### config.mk
export PLATFORM = sky130hd
export DESIGN_NAME = sub_digit_serial_flat
export DESIGN_NICKNAME = d
export VERILOG_FILES = /design/src/rtl/sub_digit_serial_pkg.sv /design/src/rtl/sub_digit_serial_if.sv /design/src/rtl/sub_digit_serial_cell.sv /design/src/rtl/sub_digit_serial.sv /design/src/flat_wrapper.sv
export SDC_FILE = /design/constraint.sdc
export NUM_CORES = 1
export LEC_CHECK = 0
export CAP_MARGIN = 25
export CORE_MARGIN = 2
export CORE_UTILIZATION = 55
export CTS_BUF_LIST = sky130_fd_sc_hd__clkbuf_8
export CTS_CLUSTER_DIAMETER = 60
export DETAILED_ROUTE_END_ITERATION = 12
export PLACE_DENSITY = 0.88
export SETUP_SLACK_MARGIN = 0.3
export SLEW_MARGIN = 15
export SYNTH_ARGS = -nofsm -noshare
export SYNTH_HDL_FRONTEND = slang
export SYNTH_HIERARCHICAL = 1
export SYNTH_SLANG_ARGS = --single-unit
### constraint.sdc
create_clock -name clk -period 2.7 [get_ports clk]
set_input_delay 0.27 -clock clk [delete_from_list [all_inputs] [get_ports clk]]
set_output_delay 0.27 -clock clk [all_outputs]
set_load 0.01 [all_outputs]
### src/rtl/sub_digit_serial_pkg.sv
// Shared types and helpers for the digit-serial subtractor.
package sub_serial_pkg;

  typedef enum logic [1:0] {
    ST_IDLE = 2'd0,
    ST_RUN  = 2'd1,
    ST_DONE = 2'd2
  } state_t;

  // Counter must hold 0..WIDTH/DIGIT_W.
  function automatic int cnt_w(input int width, input int digit_w);
    return $clog2(width / digit_w + 1);
  endfunction

endpackage

### src/rtl/sub_digit_serial_if.sv
// Operand/result bundle for sub_digit_serial.
// Valid/ready: a transfer happens on a rising edge where valid and ready are both 1;
// the source holds its payload and valid until then, the sink may drop ready freely.
interface sub_digit_serial_if #(parameter int WIDTH = 16);
  logic             in_valid;
  logic             in_ready;
  logic [WIDTH-1:0] a;
  logic [WIDTH-1:0] b;
  logic             out_valid;
  logic             out_ready;
  logic [WIDTH-1:0] o;
  logic             borrow;

  modport master (
    output in_valid, a, b, out_ready,
    input  in_ready, out_valid, o, borrow
  );

  modport slave (
    input  in_valid, a, b, out_ready,
    output in_ready, out_valid, o, borrow
  );
endinterface

### src/rtl/sub_digit_serial_cell.sv
// Combinational DIGIT_W-bit subtract: {bo,d} = a - b - bi.
module sub_digit_cell #(
  parameter int DIGIT_W = 1
) (
  input  logic [DIGIT_W-1:0] a,
  input  logic [DIGIT_W-1:0] b,
  input  logic               bi,
  output logic [DIGIT_W-1:0] d,
  output logic               bo
);
  logic [DIGIT_W:0] diff;

  // A negative result sets the extra top bit, which is exactly the borrow out.
  assign diff = {1'b0, a} - {1'b0, b} - {{DIGIT_W{1'b0}}, bi};
  assign d    = diff[DIGIT_W-1:0];
  assign bo   = diff[DIGIT_W];
endmodule

### src/rtl/sub_digit_serial.sv
// Digit-serial unsigned subtractor o = a - b, LSB digit first, with borrow out.
// Optional build macro SUB_SAT_EN: clamp o to 0 when the final borrow is set.
module sub_digit_serial
  import sub_serial_pkg::*;
#(
  parameter int WIDTH   = 16,
  parameter int DIGIT_W = 1
) (
  input  logic                     clk,
  input  logic                     rst_n,
  sub_digit_serial_if.slave        bus,
  output state_t                   state
);
  localparam int N  = WIDTH / DIGIT_W;
  localparam int CW = cnt_w(WIDTH, DIGIT_W);

  if (WIDTH % DIGIT_W != 0) begin : g_bad_digit
    $error("sub_digit_serial: WIDTH must be a multiple of DIGIT_W");
  end

  state_t             state_q, state_d;
  logic               in_ready_q, out_valid_q;
  logic [WIDTH-1:0]   a_sh, b_sh, res_q, res_next;
  logic [WIDTH+DIGIT_W-1:0] res_cat;
  logic               borrow_q;
  logic [CW-1:0]      cnt_q;
  logic               accept, last_digit;
  logic [DIGIT_W-1:0] cell_d;
  logic               cell_bo;

  sub_digit_cell #(.DIGIT_W(DIGIT_W)) u_cell (
    .a  (a_sh[DIGIT_W-1:0]),
    .b  (b_sh[DIGIT_W-1:0]),
    .bi (borrow_q),
    .d  (cell_d),
    .bo (cell_bo)
  );

  assign accept     = (state_q == ST_IDLE) && in_ready_q && bus.in_valid;
  assign last_digit = (cnt_q == CW'(N - 1));

  // New digit enters at the MSB so the result is aligned after N shifts.
  assign res_cat = {cell_d, res_q};
  always_comb begin
    res_next = res_cat[WIDTH+DIGIT_W-1:DIGIT_W];
`ifdef SUB_SAT_EN
    if (last_digit && cell_bo) res_next = '0;
`endif
  end

  always_comb begin
    state_d = state_q;
    case (state_q)
      ST_IDLE: if (accept) state_d = ST_RUN;
      ST_RUN:  if (last_digit) state_d = ST_DONE;
      ST_DONE: if (out_valid_q && bus.out_ready) state_d = ST_IDLE;
      default: state_d = ST_IDLE;
    endcase
  end

  always_ff @(posedge clk) begin
    if (!rst_n) state_q <= ST_IDLE;
    else        state_q <= state_d;
  end

  always_ff @(posedge clk) begin
    if (!rst_n) begin
      in_ready_q  <= 1'b0;
      out_valid_q <= 1'b0;
      a_sh        <= '0;
      b_sh        <= '0;
      res_q       <= '0;
      borrow_q    <= 1'b0;
      cnt_q       <= '0;
    end else begin
      in_ready_q  <= (state_d == ST_IDLE);
      out_valid_q <= (state_d == ST_DONE);
      if (accept) begin
        a_sh     <= bus.a;
        b_sh     <= bus.b;
        res_q    <= '0;
        borrow_q <= 1'b0;
        cnt_q    <= '0;
      end else if (state_q == ST_RUN) begin
        a_sh     <= a_sh >> DIGIT_W;
        b_sh     <= b_sh >> DIGIT_W;
        res_q    <= res_next;
        borrow_q <= cell_bo;
        cnt_q    <= cnt_q + 1'b1;
      end
    end
  end

  assign bus.in_ready  = in_ready_q;
  assign bus.out_valid = out_valid_q;
  assign bus.o         = res_q;
  assign bus.borrow    = borrow_q;
  assign state         = state_q;
endmodule
### src/flat_wrapper.sv
// flat-port wrapper written by rule: the top's interface ports become plain ports
module sub_digit_serial_flat import sub_serial_pkg::*;
#(
  parameter int WIDTH   = 16,
  parameter int DIGIT_W = 1
)
  (clk, rst_n, state, bus_in_valid, bus_a, bus_b, bus_out_ready, bus_in_ready, bus_out_valid, bus_o, bus_borrow);
  sub_digit_serial_if #(.WIDTH(WIDTH)) bus_i ();
  input  logic clk;
  input  logic rst_n;
  output state_t state;
  input wire logic [$bits(bus_i.in_valid)-1:0] bus_in_valid;
  input wire logic [$bits(bus_i.a)-1:0] bus_a;
  input wire logic [$bits(bus_i.b)-1:0] bus_b;
  input wire logic [$bits(bus_i.out_ready)-1:0] bus_out_ready;
  output wire logic [$bits(bus_i.in_ready)-1:0] bus_in_ready;
  output wire logic [$bits(bus_i.out_valid)-1:0] bus_out_valid;
  output wire logic [$bits(bus_i.o)-1:0] bus_o;
  output wire logic [$bits(bus_i.borrow)-1:0] bus_borrow;
  assign bus_i.in_valid = bus_in_valid;
  assign bus_i.a = bus_a;
  assign bus_i.b = bus_b;
  assign bus_i.out_ready = bus_out_ready;
  assign bus_in_ready = bus_i.in_ready;
  assign bus_out_valid = bus_i.out_valid;
  assign bus_o = bus_i.o;
  assign bus_borrow = bus_i.borrow;
  sub_digit_serial #(.WIDTH(WIDTH), .DIGIT_W(DIGIT_W)) u_core (.clk(clk), .rst_n(rst_n), .bus(bus_i), .state(state));
endmodule
==> metrics, run 1 <==
crit-path max cell delay 700 ps; Hold Crit Class register to register; Yosys cell types 31; gpl congestion 0.7879; final WL 5.491 mm; Slew HR 0.4738; Clk Latency, worst-skew pair 340 ps; DR WL met3 224 µm; Seq/Total Area, Yosys 0.4960; Post-Route Setup TNS 0 ps; Clk pwr share 0.428; Yosys reg bits 58; NetSw 0.0005078 W; Avg Cell Area, Syn 8.072 µm²; fraction of registers with async set/reset 0; status complete, no violations; CTS Sinks 58; post-route ant nets 0; top cells by area, synth dfxtp_1 (50%), a21oi_1 (15%), nand2_1 (11%); cells after synthesis 290; GRT Total Usage 0.2403; setup violators final 0; P&R area growth vs syn 32.28%; CP Max Fanout 42; Mapped Nets 329; CP top delay family simple AND/OR/NAND/NOR gates; CTS buffer count 9; postcts setup bufs 0; Nets 377; synthesized area 2341 µm²; num ports 57; Internal Power 0.001529 W; post-DP HPWL 3.410 mm; die footprint 4794 µm²; Yosys top cell by area dfxtp_1; Max IR drop VDD 0.0004290 V; Tmin final 1843 ps; Critical Path Start Type register; post-cts gate resize count 0; leading cell type by number of instances after synthesis a21oi_1; clock slew at reported path FFs 60 ps; Synth top area share 0.4960; vias in the first global route 2078; die height 69.24 µm; top_reg_cell synth dfxtp_1; routed vias 2169; switching share of power 0.2493; global-route wire length before repair 9.142 mm; First DRT Iteration DRCs 189; Seq pwr share 0.457; clk_skew 6.344 ps; met2 wire length 2.851 mm; initial antenna violation count 0; Max Used Layer met4; Routed met1 length 2.312 mm; chip width 69.24 µm; WP buf/inv 1; GR Overflow Total 0; Rows 23; Wirelength per Cell 13.97 µm; FMAX 542.6 MHz; combinational fraction of design power 0.115; Worst Path Arrival 2110 ps; number of port buffers 56; slowest CP cell nand2b_2; Critical Path RT 2960 ps; Core Area 4058 µm²; Power, Total 0.002037 W; synth warn 6; leakage 1.052 nW; # DRC 0; fraction of layout cells with a size suffix above 1 0.07580; # Max-Cap Violations 0; CTS tree done; RSZ-0062 raised after global routing false; CP Cell Sequence nand2b_2 -> buf_4 -> nand3_1 -> a21boi_1; P per Cell Area 657.8 nW/µm²; hold buffer count at cts 0; root buffer cell clkbuf_8; Final period util 0.6826; via/cell ratio 5.519; H-tree Lvls 3; CP Capture Type register; largest net degree at the start of global routing 43; Hold Violations, Final 0; Clock Path Buffers 2; Tightest Pin Transition 789.3 ps; Slew Limit Fails 0; EDFF count, synth 0; critical path class register to register; # diodes 0; TritonRoute pass-1 iters 4; initial core utilization 0.5769; synth cell count leaders a21oi_1 (70), nand2_1 (68), dfxtp_1 (58)
## worst reg2reg max path, delay by kind of cell (launching register included)
family / cells / cell delay, ps
AND/OR/NAND/NOR: 2 / 800
buffers and inverters: 1 / 330
flip-flops: 1 / 470
AO/OA/AOI/OAI: 1 / 180
## cells in the final DEF (no fill, tap or decap), types with 2 or more instances in the layout
cell,count
inv_1,3
nor2_1,3
clkinv_2,2
dfxtp_1,58
clkinvlp_4,2
a21oi_1,70
buf_4,5
nand3_1,6
nand2_1,68
a21boi_1,7
ha_1,2
o21ai_1,27
clkdlybuf4s50_1,56
bufinv_16,2
nand3b_1,2
clkbuf_8,9
a22oi_1,3
o21ai_0,2
## final timing paths
kind | cells after the start | from | endpoint | slack, ps
setup / recovery | 4 | u_core/state[1] | u_core/a_sh[15] | 860
hold / removal | 2 | u_core/b_sh[13] | u_core/b_sh[12] | 450
setup reg to reg | 4 | u_core/state[1] | u_core/a_sh[15] | 860
hold reg to reg | 2 | u_core/b_sh[13] | u_core/b_sh[12] | 450
## power groups by stage
stage | sequential, W | combinational, W | clock (W)
floorplan | 0.000943 | 0.000153 | 0
global placement | 0.000946 | 0.000226 | 0
detailed placement | 0.000948 | 0.000232 | 0
CTS | 0.000930 | 0.000234 | 0.000880
global route | 0.000935 | 0.000259 | 0.000921
finish | 0.000930 | 0.000235 | 0.000872
## sequential cells by signal, indices dropped and copies added (netlist names)
| register | count |
|---|---|
| u_core/b_sh | 16 |
| u_core/cnt_q | 5 |
| u_core/a_sh | 16 |
| u_core/bus.out_valid | 1 |
| u_core/bus.borrow | 1 |
| u_core/state | 2 |
| u_core/bus.in_ready | 1 |
| u_core/bus.o | 16 |
## cell families after synthesis
family,share of synthesized area
buffers and inverters,0.06147
xor gates and xnor gates,0.007484
and+or+nand+nor,0.1625
adders and majority gates,0.01924
AOI/OAI and AO/OA,0.2533
DFF,0.4960
## metrics by stage
stage / hold slack (ps) / setup WS (ps) / cells / util / cell area [µm²]
final: 454.8 / 856.9 / 393 / 0.7632 / 3097
after global routing: 472.3 / 749.6 / 393 / 0.7632 / 3097
after CTS: 455.8 / 875.8 / 393 / 0.7632 / 3097
after detailed placement: 445.3 / 771.0 / 377 / 0.7095 / 2879
after floorplan: 404.9 / 1494 / 290 / - / 2341
after global placement: 438.0 / 825.3 / 377 / 0.7095 / 2879
## per-layer routing
layer | vias up | track usage
met4 | 0 | 0.1285
met2 | 65 | 0.4113
met5 | - | 0
met1 | 1011 | 0.2768
met3 | 10 | 0.05669
li1 | 1083 | -
## layout make-up
cell class | count | area (µm²)
Tap cell | 50 | 62.56
Clock buffer | 9 | 123.9
Clock inverter | 7 | 93.84
Fill cell | 306 | 960.9
Timing Repair Buffer | 61 | 598.1
Inverter | 3 | 11.26
Multi-Input combinational cell | 205 | 1046
Sequential cell | 58 | 1161
(Power assumes the default switching activity.)
==> run 2, diff against run 1 <==
CORE_UTILIZATION = 46   (was 55)
PLACE_DENSITY = 0.78   (was 0.88)
clock period = 1.5 ns   (was 2.7 ns; I/O delays follow)
==> run 2 against run 1 <==
Net effect:
- combinational power increased to 3.1 times the previous value
- register-to-register slack got worse by 780 ps
- sequential share of layout area decreased by 6.7 points
- critical endpoint is now u_core/a_sh[12]
- largest cell class is now multi-input gates
==> metrics, run 2 (same netlist as run 1, synthesis figures left out) <==
status complete, no violations (unchanged); # DRC 0 (unchanged); Internal Power 0.002721 W (was 0.001529 W); fillers 331 (was 306); die footprint 5676 µm² (was 4794 µm²); Critical Path RT 1730 ps (was 2960 ps); largest net degree at the start of global routing 54 (was 43); Seq pwr share 0.451 (was 0.457); critical path class register to register (unchanged); via/cell ratio 5.536 (was 5.519); post-DP HPWL 3.400 mm (was 3.410 mm); Post-Route Setup TNS 0 ps (unchanged); Final Non-Filler Cells 431 (was 393); register area 1174 µm² (was 1161 µm²); CP Max Fanout 9 (was 42); Multi-input gate area 1366 µm² (was 1046 µm²); Post-Place Setup Slack 80.83 ps (was 771.0 ps); CTS Sinks 58 (unchanged); initial core utilization 0.4860 (was 0.5769); Power, Total 0.003731 W (was 0.002037 W); Tightest Pin Transition 395.2 ps (was 789.3 ps); setup violators final 0 (unchanged); clk_skew 15.57 ps (was 6.344 ps); clock slew at reported path FFs 60 ps (about the same); leakage 1.410 nW (was 1.052 nW); number of port buffers 56 (unchanged); # diodes 0 (unchanged); CTS tree done (unchanged); initial antenna violation count 0 (unchanged); GRT Total Usage 0.2254 (was 0.2403); CTS buffer count 9 (unchanged); combinational fraction of design power 0.195 (was 0.115); First DRT Iteration DRCs 120 (was 189); final core utilization 0.7914 (was 0.7632); routed vias 2386 (was 2169); chip width 75.34 µm (was 69.24 µm); TritonRoute pass-1 iters 4 (unchanged); Final WS setup 78.13 ps (was 856.9 ps); Wirelength per Cell 16.92 µm (was 13.97 µm); # Max-Cap Violations 0 (unchanged); Clock Path Buffers 2 (unchanged); switching share of power 0.2706 (was 0.2493); global-route wire length before repair 9.508 mm (was 9.142 mm); Nets 398 (was 377); post-route ant nets 0 (unchanged); Final period util 0.9479 (was 0.6826); CP Capture Type register (unchanged); GR Overflow Total 0 (unchanged); die height 75.34 µm (was 69.24 µm); dpl cells 400 (was 377); gpl congestion 0.7830 (was 0.7879); Rows 25 (was 23); NetSw 0.001010 W (was 0.0005078 W); vias in the first global route 2066 (was 2078); Critical Path Start Type register (unchanged); P&R area growth vs syn 62.85% (was 32.28%); fraction of layout cells with a size suffix above 1 0.2967 (was 0.07580); root buffer cell clkbuf_8 (unchanged); RSZ-0062 raised after global routing true (was false); most common cell after layout, fill and taps aside nand2_1 (was a21oi_1); Clk pwr share 0.354 (was 0.428); Hold Violations, Final 0 (unchanged); R2R cell count 6 (was 4); H-tree Lvls 3 (unchanged); Worst Path Arrival 1650 ps (was 2110 ps); Slew HR 0.7357 (was 0.4738); Tmin final 1422 ps (was 1843 ps); Max IR drop VDD 0.0006831 V (was 0.0004290 V); num ports 57 (unchanged); Core Area 4817 µm² (was 4058 µm²); P per Cell Area 978.6 nW/µm² (was 657.8 nW/µm²); final WL 7.293 mm (was 5.491 mm); Clk Latency, worst-skew pair 340 ps (about the same); FMAX 703.3 MHz (was 542.6 MHz); Hold Crit Depth 3 (was 2); Hold Crit Class primary input to register (was register to register); Slew Limit Fails 0 (unchanged); commonest cells after routing, fill and taps aside nand2_1 (68), dfxtp_1 (52), a21oi_1 (50), clkdlybuf4s50_1 (35), o21ai_2 (21) (was a21oi_1 (70), nand2_1 (68), dfxtp_1 (58), clkdlybuf4s50_1 (56), o21ai_1 (27))
## run 2: changes by cell type in the layout (fill, tap and decap cells not counted), moves of 17 or more
cell             previous run  this run
a21oi_1                    70        50
a21oi_2                     1        18
dlygate4sd2_1               0        20
o21ai_1                    27         3
o21ai_2                     0        21
clkdlybuf4s50_1            56        35
## run 2: routing by layer
metal	routed length, µm	GRT usage	share of wire	vias to the layer above
met2	3941	0.3855	0.54	81
met5	0	0	0	-
li1	-	-	-	1131
met4	171	0.1072	0.023	0
met1	2860	0.2666	0.39	1158
met3	320	0.05291	0.044	16
## run 2: area by class of cell
class                   instances  area share
repair buffers                 82      0.2609
inverters                       3    0.002954
flip-flops and latches         58      0.3078
multi-input cells             205      0.3584
clock inverters                 4    0.004595
well taps                      67     0.02199
clock buffers                  12     0.04332
## run 2: path summary, 6_finish.rpt
| path | startpoint | endpoint | slack (ps) |
|---|---|---|---|
| setup / recovery | u_core/state[1] | u_core/a_sh[12] | 80 |
| hold / removal | bus_b[15] | u_core/b_sh[15] | 370 |
| setup reg to reg | u_core/state[1] | u_core/a_sh[12] | 80 |
| hold reg to reg | u_core/b_sh[8] | u_core/b_sh[7] | 440 |
## run 2: timing repair
| item | in CTS | in global routing |
|---|---|---|
| resized for setup | 40 | 69 |
| setup endpoints to repair | 64 | 61 |
| gates cloned | 4 | 5 |
| pin swaps | 3 | 13 |
| buffers inserted | 3 | 3 |
| hold buffers | 0 | 0 |
## run 2: power groups by stage
stage	Combinational, W	Sequential, W	Clock (W)
after global placement	0.000453	0.00170	0
after floorplan	0.000276	0.00170	0
after global routing	0.000772	0.00169	0.00140
after CTS	0.000555	0.00168	0.00131
after detailed placement	0.000464	0.00171	0
final	0.000729	0.00168	0.00132
## run 2: critical path: stages, from the launching register on
cell and delay (ps):
dfxtp_4 340, buf_6 130, nand4bb_4 290, buf_6 190
buf_12 140, o21ai_1 160, a21oi_1 60
## run 2: metrics by stage
stage          hold WS, ps  area (µm²)
3_5_place_dp         442.8        2997
4_1_cts              369.4        3363
6_report             369.5        3812
3_3_place_gp         435.3        2997
2_1_floorplan        284.9        2342
5_1_grt              388.3        3812
